--- config.mk ---
export PLATFORM = sky130hd
export DESIGN_NAME = rst_seq_ctrl_flat
export DESIGN_NICKNAME = d
export VERILOG_FILES = /design/src/rtl/rst_seq_ctrl_pkg.sv /design/src/rtl/rst_seq_ctrl_if.sv /design/src/rtl/rst_seq_ctrl_sig_sync.sv /design/src/rtl/rst_seq_ctrl.sv /design/src/flat_wrapper.sv
export SDC_FILE = /design/constraint.sdc
export NUM_CORES = 1
export LEC_CHECK = 0
export BUFFER_PORTS_ARGS = -buffer_cell sky130_fd_sc_hd__buf_2
export CAP_MARGIN = 20
export CORE_MARGIN = 2
export CORE_UTILIZATION = 50
export CTS_CLUSTER_DIAMETER = 60
export CTS_CLUSTER_SIZE = 20
export DETAILED_ROUTE_END_ITERATION = 8
export MAX_ROUTING_LAYER = met4
export PLACE_DENSITY = 0.81
export SLEW_MARGIN = 20
export SYNTH_ARGS = -nofsm -noshare
export SYNTH_HDL_FRONTEND = slang
export SYNTH_SLANG_ARGS = --single-unit
--- constraint.sdc ---
create_clock -name clk -period 5.6 [get_ports clk]
set_input_delay 0 -clock clk [delete_from_list [all_inputs] [get_ports clk]]
set_output_delay 0 -clock clk [all_outputs]
set_load 0.05 [all_outputs]
--- src/rtl/rst_seq_ctrl_pkg.sv ---
// rtl/rst_seq_ctrl_pkg.sv - Shared state encodings and helpers for the reset sequencer
package rst_seq_ctrl_pkg;

  // Sequencer states, 3-bit binary
  typedef enum logic [2:0] {
    ST_HOLD     = 3'd0,
    ST_WAIT_ACK = 3'd1,
    ST_GAP      = 3'd2,
    ST_DONE     = 3'd3,
    ST_ERROR    = 3'd4
  } state_t;

  // Width of one shared counter able to reach the largest of three counts
  function automatic int cnt_width(input int a, input int b, input int c);
    int m;
    m = a;
    if (b > m) m = b;
    if (c > m) m = c;
    return $clog2(m + 1);
  endfunction

  // Select bit i of a domain vector widened to 16 bits
  function automatic logic bit_sel(input logic [15:0] v, input logic [3:0] i);
    return v[i];
  endfunction

  // One-hot vector with bit i set
  function automatic logic [15:0] dom_bit(input logic [3:0] i);
    return 16'h0001 << i;
  endfunction

endpackage

--- src/rtl/rst_seq_ctrl_if.sv ---
// rtl/rst_seq_ctrl_if.sv - Request/status bundle between the reset sequencer and its user
interface rst_seq_ctrl_if #(
  parameter int G_NUM_DOMAINS = 4
) ();
  logic                     i_sw_rst;
  logic [G_NUM_DOMAINS-1:0] i_ack;
  logic [G_NUM_DOMAINS-1:0] o_rst_n;
  logic                     o_done;
  logic                     o_err;
  logic [3:0]               o_idx;

  modport master (
    output i_sw_rst, i_ack,
    input  o_rst_n, o_done, o_err, o_idx
  );

  modport slave (
    input  i_sw_rst, i_ack,
    output o_rst_n, o_done, o_err, o_idx
  );
endinterface

--- src/rtl/rst_seq_ctrl_sig_sync.sv ---
// rtl/rst_seq_ctrl_sig_sync.sv - One-bit two-flop synchronizer, async active-high reset to 0
module rst_seq_ctrl_sig_sync (
  input  logic clk,
  input  logic rst,
  input  logic d,
  output logic q
);
  logic meta;

  // Two-stage capture of an asynchronous level
  always_ff @(posedge clk or posedge rst) begin
    if (rst) begin
      meta <= 1'b0;
      q    <= 1'b0;
    end else begin
      meta <= d;
      q    <= meta;
    end
  end
endmodule

--- src/rtl/rst_seq_ctrl.sv ---
// rtl/rst_seq_ctrl.sv - Sequenced reset release for downstream domains (timeout option: RST_SEQ_TIMEOUT_EN)
module rst_seq_ctrl
  import rst_seq_ctrl_pkg::*;
#(
  parameter int                       G_NUM_DOMAINS    = 4,
  parameter int                       G_HOLD_CYCLES    = 8,
  parameter int                       G_GAP_CYCLES     = 4,
  parameter int                       G_TIMEOUT_CYCLES = 32,
  parameter logic [G_NUM_DOMAINS-1:0] G_ACK_MASK       = '0
) (
  input logic           clk,
  input logic           i_rst,
  rst_seq_ctrl_if.slave bus
);

  localparam int               CNT_W     = cnt_width(G_HOLD_CYCLES, G_GAP_CYCLES, G_TIMEOUT_CYCLES);
  localparam logic [CNT_W-1:0] HOLD_LAST = CNT_W'(G_HOLD_CYCLES - 1);
  localparam logic [CNT_W-1:0] GAP_LAST  = CNT_W'(G_GAP_CYCLES - 1);
`ifdef RST_SEQ_TIMEOUT_EN
  localparam logic [CNT_W-1:0] TO_LAST   = CNT_W'(G_TIMEOUT_CYCLES - 1);
`endif
  localparam logic [3:0]       LAST_IDX  = 4'(G_NUM_DOMAINS - 1);

  logic [G_NUM_DOMAINS-1:0] ack_s;
  state_t                   state_q;
  logic [CNT_W-1:0]         cnt_q;
  logic [CNT_W-1:0]         cnt_inc;
  logic [3:0]               idx_q;
  logic [3:0]               tgt_idx;
  logic [G_NUM_DOMAINS-1:0] rst_n_q;
  logic [G_NUM_DOMAINS-1:0] tgt_bit;
  logic                     done_q;
  logic                     tgt_masked;
  logic                     tgt_last;
  logic                     ack_cur;
  logic                     ack_armed;
`ifdef RST_SEQ_TIMEOUT_EN
  logic                     err_q;
`endif

  for (genvar g = 0; g < G_NUM_DOMAINS; g++) begin : g_ack_sync
    rst_seq_ctrl_sig_sync u_sync (
      .clk (clk),
      .rst (i_rst),
      .d   (bus.i_ack[g]),
      .q   (ack_s[g])
    );
  end

  // Saturating increment so the shared counter never wraps
  assign cnt_inc = (cnt_q == '1) ? cnt_q : cnt_q + 1'b1;

  // Domain released next: domain 0 out of HOLD, the following one out of GAP
  assign tgt_idx    = (state_q == ST_GAP) ? idx_q + 4'd1 : 4'd0;
  assign tgt_bit    = G_NUM_DOMAINS'(dom_bit(tgt_idx));
  assign tgt_masked = bit_sel(16'(G_ACK_MASK), tgt_idx);
  assign tgt_last   = (tgt_idx == LAST_IDX);

  // The synchronized sample seen one edge after a release was taken while the
  // domain was still in reset, so acks only count from the second WAIT_ACK edge.
  assign ack_cur   = bit_sel(16'(ack_s), idx_q);
  assign ack_armed = (cnt_q != '0);

  // Sequencer FSM: hold, release domains in order, wait for acks, catch timeouts
  always_ff @(posedge clk or posedge i_rst) begin
    if (i_rst) begin
      state_q <= ST_HOLD;
      cnt_q   <= '0;
      idx_q   <= '0;
      rst_n_q <= '0;
      done_q  <= 1'b0;
`ifdef RST_SEQ_TIMEOUT_EN
      err_q   <= 1'b0;
`endif
    end else if (bus.i_sw_rst) begin
      state_q <= ST_HOLD;
      cnt_q   <= '0;
      idx_q   <= '0;
      rst_n_q <= '0;
      done_q  <= 1'b0;
`ifdef RST_SEQ_TIMEOUT_EN
      err_q   <= 1'b0;
`endif
    end else begin
      case (state_q)
        ST_HOLD, ST_GAP: begin
          if (cnt_q == ((state_q == ST_HOLD) ? HOLD_LAST : GAP_LAST)) begin
            rst_n_q <= rst_n_q | tgt_bit;
            idx_q   <= tgt_idx;
            cnt_q   <= '0;
            if (!tgt_masked) begin
              state_q <= ST_WAIT_ACK;
            end else if (tgt_last) begin
              state_q <= ST_DONE;
              done_q  <= 1'b1;
            end else begin
              state_q <= ST_GAP;
            end
          end else begin
            cnt_q <= cnt_inc;
          end
        end
        ST_WAIT_ACK: begin
`ifdef RST_SEQ_TIMEOUT_EN
          if (cnt_q == TO_LAST) begin
            state_q <= ST_ERROR;
            err_q   <= 1'b1;
            rst_n_q <= '0;
          end else
`endif
          if (ack_armed && ack_cur) begin
            cnt_q <= '0;
            if (idx_q == LAST_IDX) begin
              state_q <= ST_DONE;
              done_q  <= 1'b1;
            end else begin
              state_q <= ST_GAP;
            end
          end else begin
            cnt_q <= cnt_inc;
          end
        end
        ST_DONE, ST_ERROR: begin
          state_q <= state_q;
        end
        default: begin
          state_q <= ST_HOLD;
        end
      endcase
    end
  end

  assign bus.o_rst_n = rst_n_q;
  assign bus.o_done  = done_q;
  assign bus.o_idx   = idx_q;
`ifdef RST_SEQ_TIMEOUT_EN
  assign bus.o_err   = err_q;
`else
  assign bus.o_err   = 1'b0;
`endif

endmodule

--- src/flat_wrapper.sv ---
// flat-port wrapper written by rule: the top's interface ports become plain ports
module rst_seq_ctrl_flat import rst_seq_ctrl_pkg::*;
#(
  parameter int                       G_NUM_DOMAINS    = 4,
  parameter int                       G_HOLD_CYCLES    = 8,
  parameter int                       G_GAP_CYCLES     = 4,
  parameter int                       G_TIMEOUT_CYCLES = 32,
  parameter logic [G_NUM_DOMAINS-1:0] G_ACK_MASK       = '0
)
  (clk, i_rst, bus_i_sw_rst, bus_i_ack, bus_o_rst_n, bus_o_done, bus_o_err, bus_o_idx);
  rst_seq_ctrl_if #(.G_NUM_DOMAINS(G_NUM_DOMAINS)) bus_i ();
  input logic clk;
  input logic i_rst;
  input wire logic [$bits(bus_i.i_sw_rst)-1:0] bus_i_sw_rst;
  input wire logic [$bits(bus_i.i_ack)-1:0] bus_i_ack;
  output wire logic [$bits(bus_i.o_rst_n)-1:0] bus_o_rst_n;
  output wire logic [$bits(bus_i.o_done)-1:0] bus_o_done;
  output wire logic [$bits(bus_i.o_err)-1:0] bus_o_err;
  output wire logic [$bits(bus_i.o_idx)-1:0] bus_o_idx;
  assign bus_i.i_sw_rst = bus_i_sw_rst;
  assign bus_i.i_ack = bus_i_ack;
  assign bus_o_rst_n = bus_i.o_rst_n;
  assign bus_o_done = bus_i.o_done;
  assign bus_o_err = bus_i.o_err;
  assign bus_o_idx = bus_i.o_idx;
  rst_seq_ctrl #(.G_NUM_DOMAINS(G_NUM_DOMAINS), .G_HOLD_CYCLES(G_HOLD_CYCLES), .G_GAP_CYCLES(G_GAP_CYCLES), .G_TIMEOUT_CYCLES(G_TIMEOUT_CYCLES), .G_ACK_MASK(G_ACK_MASK)) u_core (.clk(clk), .i_rst(i_rst), .bus(bus_i));
endmodule
* Word level (Yosys, flattened, before mapping)
Memory sizes are Yosys's and may differ from the RTL's. Index checks and enable logic that the tools add are counted.
Cells by class: bitwise operators 1, muxes and demuxes 30, magnitude comparators 2, add/subtract/negate cells 2, shift-type cells 1, equality and inequality tests 14, reduce and logical (&&, ||, !) cells 11
Operator list (number):
- $mux 4 | 7
- $mux 6 | 4
- $mux 3 | 5
- $ne 3x2->1 const B | 5
- $pmux 6 s2 | 1
- $lt 4x5->1 const B | 2
- $mux 1 | 10
- $pmux 3 s3 | 1
- $eq 4x2->1 const B | 2
- $add 6x1->6 const B | 1
- $eq 3x2->1 const B | 2
- $eq 6x6->1 | 1
- $eq 6x6->1 const B | 1
- $reduce_and 6->1 | 1
- $reduce_bool 6->1 | 1
- $add 4x1->4 const B | 1
- $bmux 1 s4 | 1
- $or 4x4->4 | 1
- $reduce_bool 2->1 | 2
- $reduce_or 2->1 | 2
- $shl 1x4->4 const A | 1
- $eq 3x1->1 const B | 1
- $eq 3x3->1 const B | 1
- $logic_not 3->1 | 1
- 6 further kinds | 6
Storage, ports and cells: ROM bits 16, bits in registers 26, output and inout bits 10, bits of input ports 7, word-level logic and storage cells 75, memories 1
Memories:
- (no name shown) | depth 16, bits a word 1, read ports 1, clocked after Yosys merged registers in 0, write ports 0, line rst_seq_ctrl_pkg.sv:24 | return v[i];

* Logic depth before layout (Yosys ltp)
Gate-level depths: netlist (run 1).
depth after elaboration 8, gate-level depth with buffers 7, mapped depth without buffers 7

* Modules after synthesis
Synthesis (run 1) repeated with hierarchy kept, for this count alone.
Unflattened totals: cell total of the unflattened synthesis 131, area, all modules 1248.7 um^2
Modules (own cells, without submodules):
- rst_seq_ctrl | seq. area each 425.4 um^2, area an instance 1033.5 um^2, cells each 119, times used 1
- rst_seq_ctrl_sig_sync | seq. area each 50.0 um^2, area an instance 53.8 um^2, cells each 3, times used 4

* Worst setup path before layout (run 1)
Ideal clock, no wire load.
path kind reg2reg, from register u_core.idx_q[0], in the netlist u_core.bus.o_idx[0], to register u_core.cnt_q[2], data arrival time 1.947 ns, stages on the path, launching flop included 6, library setup time 0.099 ns, buffers on the path 0, path slack 3.554 ns, path through dfrtp_1 > mux4_2 > o2111ai_1 > o211a_1 > nor2_1 > a311oi_1
On the way: word-level cells in the longest chain between the ends 6
Ends and longest elaborated chain:
- start: declaration | line rst_seq_ctrl.sv:28 | logic [3:0] idx_q;
- start signal: assignment | line rst_seq_ctrl.sv:89 | idx_q <= tgt_idx;
- $bmux 1 s4 | line rst_seq_ctrl_pkg.sv:24
- $mux 1 (implied by the code) | line rst_seq_ctrl_pkg.sv:24
- $logic_and 1x1->1 | line rst_seq_ctrl.sv:111 | if (ack_armed && ack_cur) begin
- $mux 6 | line rst_seq_ctrl.sv:111
- $pmux 6 s2 | line rst_seq_ctrl.sv:85 | case (state_q)
- $mux 6 | line rst_seq_ctrl.sv:75 | end else if (bus.i_sw_rst) begin
- end signal: assignment | line rst_seq_ctrl.sv:100 | cnt_q <= cnt_inc;
- end signal: assignment | line rst_seq_ctrl.sv:120 | cnt_q <= cnt_inc;
- end: declaration | line rst_seq_ctrl.sv:26 | logic [CNT_W-1:0] cnt_q;
No other way between the ends. The select of a mux whose other input is x is not followed. A chain may end at the register's enable or synchronous reset.

* Final worst setup path (run 1)
from register u_core.cnt_q[0], to register u_core.cnt_q[2]
On the way: word-level cells in the longest chain between the ends 5, elaborated cells on any way between the ends 10
Ends and longest elaborated chain:
- $add 6x1->6, or another cell as far along | line rst_seq_ctrl.sv:51 | assign cnt_inc = (cnt_q == '1) ? cnt_q : cnt_q + 1'b1;
- $mux 6 / $logic_and 1x1->1 (equally long branches) | line rst_seq_ctrl.sv:51, rst_seq_ctrl.sv:111
- $mux 6 (on tied branches) | line rst_seq_ctrl.sv:111, rst_seq_ctrl.sv:87
- $pmux 6 s2 * | line rst_seq_ctrl.sv:85
- $mux 6 * | line rst_seq_ctrl.sv:75
Mark *: on every way between the ends. The rest lies on a longest branch, timed or not.

==> results.cfg, run 1 <==
[setup_path]
crit_fanout = 4
critPathArrivalTime_ns = 2.41
setup.worst_path.class = reg2reg
ff2ff_path_depth = 7
cp-end-kind = flip-flop
regToRegStartpoint = u_core.cnt_q[0]
worstReg2RegEnd = u_core.cnt_q[2]
setup.worst_path.end = u_core.cnt_q[2]
setup.worst_path.start = u_core.cnt_q[0]
critPathLaunchType = flip-flop
timing.critical_path.required_ns = 5.82
setup.reg_to_reg.worst_slack_ns = 3.41

[timing]
fmax_ghz = 0.457
final_sum_of_negative_setup_slack_ns = 0
finalClockSkew_ns = 0.00161
layout_worst_path_cycle_share = 0.391
final_worst_path_period_need_ns = 2.19
max_slew_margin = 0.384
final.hold.worst_slack_ns = 0.325
tightest_slew_ns = 0.923
timing.final.max_slew_violations = 0
timing.final.setup_violations = 0
hold_violations = 0
grt_setup_unrepaired = no

[floorplanning]
rows = 17
design.die.area_sq_mm = 0.00280
initial_core_util = 0.536
die_w_um = 52.9
core_sq_mm = 0.00223
io_pins = 17
die_h_um = 52.9

[logic_synthesis]
synth_async_sr_flop_share = 1.00
mappedNetlistNets = 128
synth_seq_area_share = 0.522
synth_enable_flop_cells = 0
ys.flop_type = sky130_fd_sc_hd__dfrtp_1
synth.distinct_cells = 37
synth_cells = 118
average_cell_area_after_synthesis_sq_um = 10.1
synth_seq_cells = 25
synthesized_cell_area_sq_mm = 0.00120
synth.yosys.warnings = 0

[global_routing]
wire_length_of_the_first_global_routing_pass_um = 4200
grtUsageTotal = 0.211
grt_overflow = 0
antenna_violations_before_repair = 0
grt_start_max_net_pins = 26
grt_pass1_vias = 959

[cells_and_area]
share_of_final_layout_standard_cells_stronger_than_drive_strength_1 = 0.159
finish.net_count = 149
num_antenna_cells = 0
synthToLayoutAreaGrowth_pct = 14.0
number_of_filler_instances_in_the_final_layout = 185

[run_status]
run_status = complete, no violations

[drt]
number_of_vias_in_the_routed_layout = 994
route.antenna.remaining_nets = 0
drc = 0
vias_per_cell = 5.99
routed_wirelength_um = 2440
drtIter0Drc = 44
routed_wire_length_per_instance_um = 14.7
dr.pass1.iters = 4

[cts]
clkTransAtPathRegs_ns = 0.13
buffer_depth_of_the_longest_clock_path = 2
tritoncts_num_sinks = 25
cts_tree = yes
cts_max_level = 1
cts_made_buffers = 3
clock_latency_ns = 0.31
cts_root_buf = sky130_fd_sc_hd__clkbuf_4
post-cts-setup-buffers = 0

[place]
io_buffers = 15
dpl.hpwl_um = 1640
finalWeightedCongestion = 0.912

[power_and_ir_drop]
p_leak_nw = 0.632
power-per-cell-area_mw_per_mm2 = 214
peakVddDrop_uv = 190

[worst_hold_path]
hold_path.startpoint = bus_i_ack[1]
timing.hold.worst.class = in2reg

[flow_run]
cap_violations = 0
cell families after synthesis:
group	Yosys count	share of synthesized area
and+or+nand+nor	49	0.217
AOI/OAI and AO/OA	28	0.155
DFF	25	0.522
buffers and inverters	9	0.0376
adders and majority gates	3	0.0314
xor gates and xnor gates	2	0.0146
other	1	0.00313
muxes	1	0.0188
cells in the mapped netlist, types with 2 or more instances:
cell type | n | area, sq um
sky130_fd_sc_hd__dfrtp_1 | 25 | 626
sky130_fd_sc_hd__nor2_1 | 9 | 33.8
sky130_fd_sc_hd__a21oi_1 | 8 | 40.0
sky130_fd_sc_hd__xor2_1 | 2 | 17.5
sky130_fd_sc_hd__and2_1 | 3 | 18.8
sky130_fd_sc_hd__or4_1 | 2 | 15.0
sky130_fd_sc_hd__a31oi_1 | 2 | 12.5
sky130_fd_sc_hd__clkbuf_1 | 3 | 11.3
sky130_fd_sc_hd__inv_1 | 4 | 15.0
sky130_fd_sc_hd__o31ai_1 | 2 | 15.0
sky130_fd_sc_hd__o211a_1 | 2 | 20.0
sky130_fd_sc_hd__o21ai_0 | 5 | 25.0
sky130_fd_sc_hd__nor4_1 | 2 | 12.5
sky130_fd_sc_hd__nand2_1 | 11 | 41.3
sky130_fd_sc_hd__ha_1 | 3 | 37.5
sky130_fd_sc_hd__nand2b_1 | 3 | 18.8
sky130_fd_sc_hd__o21a_1 | 3 | 22.5
sky130_fd_sc_hd__nand3_1 | 4 | 20.0
sky130_fd_sc_hd__nor3_1 | 5 | 25.0
sky130_fd_sc_hd__nand4_1 | 3 | 18.8
report_power, final:
part           leakage [nW]  internal, mW  switching [mW]
Sequential            0.328         0.185         0.00368
Clock                0.0177        0.0267          0.0524
Combinational         0.286       0.00981          0.0141
Total                 0.632         0.222          0.0702
critical path, cell delays in order (launching register included):
cell and delay [ns]:
sky130_fd_sc_hd__dfrtp_1 0.43, sky130_fd_sc_hd__inv_1 0.10, sky130_fd_sc_hd__ha_1 0.14, sky130_fd_sc_hd__or4b_1 0.43, sky130_fd_sc_hd__o2111ai_1 0.35, sky130_fd_sc_hd__o211a_1 0.28
sky130_fd_sc_hd__nor2_1 0.10, sky130_fd_sc_hd__a311oi_1 0.27
through the flow:
step,cell area [sq um],setup WS (ns),utilization,std cells,power (mW)
2_1_floorplan,1200,3.55,-,118,0.208
3_3_place_gp,1280,3.52,0.572,156,0.212
5_1_grt,1370,3.30,0.611,166,0.303
4_1_cts,1370,3.43,0.611,166,0.294
6_report,1370,3.41,0.611,166,0.292
3_5_place_dp,1280,3.47,0.572,156,0.213
worst min-delay path by stage:
stage | endpoint | slack, ns | cells after the start
2_1_floorplan | u_core.bus.o_done | 0.03 | 1
3_3_place_gp | u_core.g_ack_sync[0].u_sync.meta | 0.11 | 1
3_5_place_dp | u_core.g_ack_sync[0].u_sync.meta | 0.11 | 1
4_1_cts | u_core.g_ack_sync[1].u_sync.meta | 0.31 | 2
5_1_grt | u_core.g_ack_sync[3].u_sync.meta | 0.32 | 2
6_report | u_core.g_ack_sync[1].u_sync.meta | 0.32 | 2
sequential cells by signal, summed over array words and instances (netlist names):
register / cells
u_core.state_q: 2
u_core.bus.o_rst_n: 4
u_core.g_ack_sync.u_sync.q: 4
u_core.bus.o_idx: 4
u_core.g_ack_sync.u_sync.meta: 4
u_core.bus.o_done: 1
u_core.cnt_q: 6
per-layer routing:
layer	GRT usage	vias up	wire length [um]
met1	0.280	476	1070
met2	0.340	49	1190
met5	-	-	0
met4	0.0641	0	21
li1	-	463	-
met3	0.0282	6	161
area by class of cell:
cell class / instances / area (sq um) / area share
Timing Repair Buffer: 21 / 135 / 0.0990
Inverter: 4 / 15.0 / 0.0110
Clock inverter: 1 / 5.00 / 0.00367
Clock buffer: 3 / 22.5 / 0.0165
Sequential cell: 25 / 626 / 0.458
Multi-Input combinational cell: 84 / 527 / 0.386
Tap cell: 28 / 35.0 / 0.0257
repair_timing:
action	4_1_cts	5_1_grt
gates resized for setup	0	0
endpoints found under the hold margin	37	0
hold buffers	6	0
layout by cell type, fill, tap and decap left out, drive strengths merged, types with 2 or more instances in the layout:
| master | n |
|---|---|
| dfrtp | 25 |
| buf | 15 |
| nand2 | 11 |
| nor2 | 9 |
| a21oi | 8 |
| dlygate4sd3 | 6 |
| nor3 | 5 |
| o21ai | 5 |
| inv | 4 |
| nand3 | 4 |
| nand2b | 3 |
| o21a | 3 |
| nand4 | 3 |
| and2 | 3 |
| ha | 3 |
| clkbuf | 3 |
| o211a | 2 |
| xor2 | 2 |
| or4 | 2 |
| o31ai | 2 |
| a31oi | 2 |
| nor4 | 2 |
| or4b | 2 |
Note: power is estimated with default switching activity, not from simulation.
==> run 2, diff against run 1 <==
--- a/config.mk
+++ b/config.mk
@@ -5,6 +5,7 @@
 export SDC_FILE = /design/constraint.sdc
 export NUM_CORES = 1
 export LEC_CHECK = 0
+export ABC_AREA = 1
 export BUFFER_PORTS_ARGS = -buffer_cell sky130_fd_sc_hd__buf_2
 export CAP_MARGIN = 20
 export CORE_MARGIN = 2
==> constraint.sdc (replaced) <==
create_clock -name clk -period 2.2 [get_ports clk]
set_input_delay 0 -clock clk [delete_from_list [all_inputs] [get_ports clk]]
set_output_delay 0 -clock clk [all_outputs]
set_load 0.05 [all_outputs]
==> run 2 against run 1 <==
Sequential share of layout area shrank 3.5 points. Setup slack worse by 2.8 ns. Global-route usage fell by 1.1 points. Clock power grew to 2.8 times the previous value. Flip-flop and latch count stayed put. Register-to-register slack worse by 2.8 ns. Final cell count increased by 30%. Synthesized cell count increased by 37%. Maximum frequency rose by 36%. Hold slack got worse by 0.024 ns. Utilization decreased by 0.93 points. Critical endpoint is now u_core.state_q[1].
==> results.cfg, run 2 <==
[drt]
drt-met1-wl_um = 1110
vias_per_cell = 5.44
routed_wire_length_per_instance_um = 11.6
routed_wirelength_um = 2500
drtIter0Drc = 23
drc = 0
route.antenna.remaining_nets = 0
dr_wl_met2_um = 1270
top_layer_used = met4
number_of_vias_in_the_routed_layout = 1170
wire_length_on_met3_um = 109
dr.pass1.iters = 4

[setup_path]
ff2ff_path_depth = 8
setup.worst_path.end = u_core.state_q[1]
worstSetupPathDepth = 8
regToRegStartpoint = u_core.cnt_q[0]
critPathLaunchType = flip-flop
cell_type_of_the_slowest_stage_on_the_worst_timing_path = sky130_fd_sc_hd__dfrtp_1
critPathTopFamily = simple AND/OR/NAND/NOR gates
crit_top_cell = sky130_fd_sc_hd__nand2_2
critPathArrivalTime_ns = 1.83
setup.worst_path.class = reg2reg
path_cells = ha_1, nand2_1, nor2_1, nand4_1, nand2_2, inv_2, nand2_2, o21ai_1
timing.critical_path.required_ns = 2.43
crit_fanout = 7
critPathBufInv = 1
cp-end-kind = flip-flop
setup.reg_to_reg.worst_slack_ns = 0.60
worstReg2RegEnd = u_core.state_q[1]
setup.worst_path.start = u_core.cnt_q[0]
cpPeakStageDelay_ns = 0.45

[logic_synthesis]
synthTopCellsByCount = sky130_fd_sc_hd__nand2_1 (40), sky130_fd_sc_hd__dfrtp_1 (25), sky130_fd_sc_hd__inv_1 (25)
synth.distinct_cells = 21
synth_async_sr_flop_share = 1.00
synth_largest_type_area_fraction = 0.486
mappedNetlistNets = 172
synth.yosys.warnings = 0
synth_cells = 162
ys.flop_type = sky130_fd_sc_hd__dfrtp_1
synthDominantAreaCellType = sky130_fd_sc_hd__dfrtp_1
synthesized_cell_area_sq_mm = 0.00129
synth_seq_cells = 25
average_cell_area_after_synthesis_sq_um = 7.94
synth_seq_area_share = 0.486
synth_most_common_cell = sky130_fd_sc_hd__nand2_1
netlist_top_cells_area = sky130_fd_sc_hd__dfrtp_1 (49%), sky130_fd_sc_hd__nand2_1 (12%), sky130_fd_sc_hd__inv_1 (7.3%)
synth_enable_flop_cells = 0

[run_status]
run_status = complete, no violations

[cells_and_area]
regMostFlops = u_core.cnt_q
num_antenna_cells = 0
largest_register_ffs = 6
synthToLayoutAreaGrowth_pct = 14.9
finish.net_count = 196
layout.cells.most_common = sky130_fd_sc_hd__nand2_1
commonest_cells_after_routing_fill_and_taps_aside = sky130_fd_sc_hd__nand2_1 (40), sky130_fd_sc_hd__inv_1 (25), sky130_fd_sc_hd__dfrtp_1 (25), sky130_fd_sc_hd__nand4_1 (15), sky130_fd_sc_hd__buf_2 (15)
share_of_final_layout_standard_cells_stronger_than_drive_strength_1 = 0.141

[global_routing]
wire_length_of_the_first_global_routing_pass_um = 4150
grt_pass1_vias = 1026
grt_start_max_net_pins = 26
grt_overflow = 0
antenna_violations_before_repair = 0
grtUsageTotal = 0.200

[flow_run]
cap_violations = 0

[cts]
cts_made_buffers = 3
cts_root_buf = sky130_fd_sc_hd__clkbuf_4
tritoncts_num_sinks = 25
clock_latency_ns = 0.33
cts_tree = yes
buffer_depth_of_the_longest_clock_path = 2
post-cts-setup-buffers = 0
cts_max_level = 1
clkTransAtPathRegs_ns = 0.15

[place]
dpl.hpwl_um = 1900
io_buffers = 15
finalWeightedCongestion = 0.968
dpl_worst_slack_ns = 0.628

[power_and_ir_drop]
power-per-cell-area_mw_per_mm2 = 525
total_power_mw = 0.776
peakVddDrop_uv = 434
p_leak_nw = 0.783

[floorplanning]
io_pins = 17
die_h_um = 54.7
design.die.area_sq_mm = 0.00299
rows = 18
core_sq_mm = 0.00245
initial_core_util = 0.524
die_w_um = 54.7

[timing]
grt_setup_unrepaired = no
final_sum_of_negative_setup_slack_ns = 0
setup_ws_ns = 0.598
finalClockSkew_ns = 0.00883
layout_worst_path_cycle_share = 0.728
final_worst_path_period_need_ns = 1.60
fmax_ghz = 0.624
timing.final.max_slew_violations = 0
max_slew_margin = 0.377
tightest_slew_ns = 0.934
timing.final.setup_violations = 0
hold_violations = 0

[worst_hold_path]
timing.hold.worst.class = in2reg
==> run 2: timing repair <==
action | CTS | global route
hold buffers | 6 | 0
gates resized for setup | 0 | 0
endpoints found under the hold margin | 32 | 0
==> run 2: logic make-up (layout without fill, tap and decap cells) <==
group / Yosys count / after routing / synth area share
AND/OR/NAND/NOR: 88 / 88 / 0.315
buffers and inverters: 28 / 51 / 0.0856
flip-flops: 25 / 25 / 0.486
AO/OA/AOI/OAI: 15 / 15 / 0.0671
adder cells (fa/ha/maj): 3 / 3 / 0.0292
XOR/XNOR: 2 / 2 / 0.0136
other: 1 / 1 / 0.00292
==> run 2: cell type report <==
type | count | area (sq um)
well taps | 30 | 37.5
multi-input cells | 109 | 551
clock inverters | 1 | 8.76
clock buffers | 3 | 22.5
fillers | 208 | 977
flip-flops and latches | 25 | 626
inverters | 26 | 97.6
repair buffers | 21 | 135
==> run 2: metal layers <==
layer / vias to the layer above / global-route usage
li1: 574 / -
met2: 31 / 0.331
met3: 2 / 0.0464
met5: - / -
met1: 563 / 0.232
met4: 0 / 0.0792
==> run 2: how the worst min path moves through the flow <==
| stage | cells after the start | endpoint | start |
|---|---|---|---|
| after global placement | 1 | u_core.g_ack_sync[1].u_sync.meta | bus_i_ack[1] |
| after detailed placement | 1 | u_core.g_ack_sync[3].u_sync.meta | bus_i_ack[3] |
| after global routing | 2 | u_core.g_ack_sync[0].u_sync.meta | bus_i_ack[0] |
| final | 2 | u_core.g_ack_sync[2].u_sync.meta | bus_i_ack[2] |
| after CTS | 2 | u_core.g_ack_sync[3].u_sync.meta | bus_i_ack[3] |
| after floorplan | 1 | u_core.bus.o_done | i_rst |
==> run 2: where the power goes <==
group	internal [mW]	total [mW]	switching (mW)
clock	0.0740	0.218	0.144
sequential	0.473	0.484	0.0101
combinational	0.0259	0.0737	0.0479
==> run 2: per-stage QoR <==
step / hold slack [ns] / instances / instance area, sq um / utilization
after floorplan: 0.0273 / 162 / 1290 / -
after global routing: 0.283 / 215 / 1480 / 0.602
after global placement: 0.109 / 205 / 1390 / 0.565
after detailed placement: 0.111 / 205 / 1390 / 0.565
final: 0.301 / 215 / 1480 / 0.602
after CTS: 0.287 / 215 / 1480 / 0.602
==> run 3, diff against run 2 <==
==> constraint.sdc (replaced) <==
create_clock -name clk -period 1.68 [get_ports clk]
set_input_delay 0 -clock clk [delete_from_list [all_inputs] [get_ports clk]]
set_output_delay 0 -clock clk [all_outputs]
set_load 0.05 [all_outputs]
==> run 3 against run 2 <==
Clock power grew 35%. Sequential share of layout area shrank 0.45 points. Final cell count grew 0.93%. Utilization grew 0.76 points. Hold slack lost 0.074 ns. Setup slack lost 0.45 ns. Clock-buffer cell count is the same. Sequential power grew 31%. Critical path depth is the same. Total power grew 33%. Flip-flop and latch count is the same. Clock skew grew 0.0036 ns. Largest power group unchanged. Highest routed layer unchanged.
==> results.cfg, run 3 (synthesized netlist as in run 2, its figures left out) <==
[timing]
final_worst_path_period_need_ns = 1.53
hold_violations = 0
final.hold.worst_slack_ns = 0.227
layout_worst_path_cycle_share = 0.913
finalClockSkew_ns = 0.0124
timing.final.max_slew_violations = 0
fmax_ghz = 0.652
timing.final.setup_violations = 0
final_sum_of_negative_setup_slack_ns = 0
grt_setup_unrepaired = no

[drt]
number_of_vias_in_the_routed_layout = 1178
vias_per_cell = 5.43
drtIter0Drc = 44
dr.pass1.iters = 4
routed_wire_length_per_instance_um = 11.9
drc = 0
routed_wirelength_um = 2590
route.antenna.remaining_nets = 0

[cells_and_area]
multi_input_area_sq_um = 553
regMostFlops = u_core.cnt_q
largest_register_ffs = 6
layout.cells.most_common = sky130_fd_sc_hd__nand2_1
synthToLayoutAreaGrowth_pct = 16.3
share_of_final_layout_standard_cells_stronger_than_drive_strength_1 = 0.160
finish.net_count = 198
final_design_area_no_fill_sq_mm = 0.00150
area.sequential_sq_um = 627
commonest_cells_after_routing_fill_and_taps_aside = sky130_fd_sc_hd__nand2_1 (40), sky130_fd_sc_hd__inv_1 (25), sky130_fd_sc_hd__dfrtp_1 (24), sky130_fd_sc_hd__nand4_1 (15), sky130_fd_sc_hd__buf_2 (15)
post_layout_nonfiller_instances = 217
num_antenna_cells = 0
number_of_filler_instances_in_the_final_layout = 213

[setup_path]
critPathLaunchType = flip-flop
ff2ff_path_depth = 8
crit_fanout = 7
regToRegStartpoint = u_core.cnt_q[0]
setup.reg_to_reg.worst_slack_ns = 0.15
timing.critical_path.required_ns = 1.92
critPathArrivalTime_ns = 1.77
worstReg2RegEnd = u_core.state_q[1]
setup.worst_path.class = reg2reg
cp-end-kind = flip-flop

[cts]
cts_tree = yes
tritoncts_num_sinks = 25
cts_max_level = 1
clock_latency_ns = 0.33
cts_made_buffers = 3
buffer_depth_of_the_longest_clock_path = 2
cts_root_buf = sky130_fd_sc_hd__clkbuf_4
clkTransAtPathRegs_ns = 0.15

[place]
dpl.hpwl_um = 1890
io_buffers = 15
finalWeightedCongestion = 0.974
dpl-instance-area_sq_mm = 0.00139
dpl.cell_count = 206

[global_routing]
wire_length_of_the_first_global_routing_pass_um = 4260
grt_start_max_net_pins = 26
antenna_violations_before_repair = 0
grtUsageTotal = 0.204
grt_pass1_vias = 1026
grt_overflow = 0

[floorplanning]
io_pins = 17
die_w_um = 54.7
die_h_um = 54.7
core_sq_mm = 0.00245
design.die.area_sq_mm = 0.00299
rows = 18
initial_core_util = 0.524

[power_and_ir_drop]
power-per-cell-area_mw_per_mm2 = 691
p_leak_nw = 0.791
peakVddDrop_uv = 542
total_power_mw = 1.03

[worst_hold_path]
timing.hold.worst.class = in2async

[run_status]
run_status = complete, no violations

[flow_run]
cap_violations = 0
-- run 3: cell count changes in the layout (fill, tap and decap cells not counted), sizes merged --
cell  change
buf       +2
-- run 3: repair_timing --
action | in CTS | in global routing
resized for setup | 0 | 2
endpoints found under the setup margin | 0 | 7
hold buffers | 6 | 0
hold endpoints to repair | 32 | 0
buffers inserted | 0 | 1
-- run 3: power breakdown --
| part | internal, mW | switching, mW | total, mW |
|---|---|---|---|
| logic | 0.0392 | 0.0663 | 0.106 |
| clock network | 0.0971 | 0.198 | 0.295 |
| registers | 0.620 | 0.0129 | 0.633 |
-- run 3: stage by stage --
stage | utilization | setup slack, ns
5_1_grt | 0.610 | 0.0281
2_1_floorplan | - | 0.107
4_1_cts | 0.605 | 0.0673
3_3_place_gp | 0.568 | 0.165
6_report | 0.610 | 0.146
3_5_place_dp | 0.568 | 0.0822
-- run 3: worst max path at each step --
stage / endpoint / from / slack [ns] / cells after the start
final: u_core.state_q[1] / u_core.cnt_q[0] / 0.15 / 8
after global routing: u_core.cnt_q[1] / u_core.cnt_q[0] / 0.03 / 8
after CTS: u_core.state_q[1] / u_core.cnt_q[0] / 0.07 / 8
after detailed placement: u_core.state_q[1] / u_core.cnt_q[0] / 0.08 / 8
after global placement: u_core.state_q[1] / u_core.cnt_q[0] / 0.16 / 8
after floorplan: u_core.bus.o_rst_n[0] / u_core.bus.o_idx[0] / 0.11 / 8
-- run 3: worst max-delay path, stage by stage, from the launching register on --
cell and delay [ns]:
sky130_fd_sc_hd__dfrtp_2 0.43, sky130_fd_sc_hd__ha_1 0.23, sky130_fd_sc_hd__nand2_1 0.08, sky130_fd_sc_hd__nor2_2 0.16, sky130_fd_sc_hd__nand4_1 0.14, sky130_fd_sc_hd__nand2_2 0.16, sky130_fd_sc_hd__inv_2 0.07, sky130_fd_sc_hd__nand2_2 0.10
sky130_fd_sc_hd__o21ai_1 0.07
-- run 3: metal layers --
layer | GRT usage | part of all wire | routed length [um]
met3 | 0.0355 | 0.059 | 152
met1 | 0.254 | 0.45 | 1160
met2 | 0.327 | 0.48 | 1240
met5 | - | 0 | 0
met4 | 0.0833 | 0.013 | 34
-- run 3: cell type report --
cell class | count | area share
Clock inverter | 1 | 0.00585
Sequential cell | 25 | 0.419
Timing Repair Buffer | 23 | 0.100
Clock buffer | 3 | 0.0151
Inverter | 26 | 0.0652
Tap cell | 30 | 0.0251
Multi-Input combinational cell | 109 | 0.370
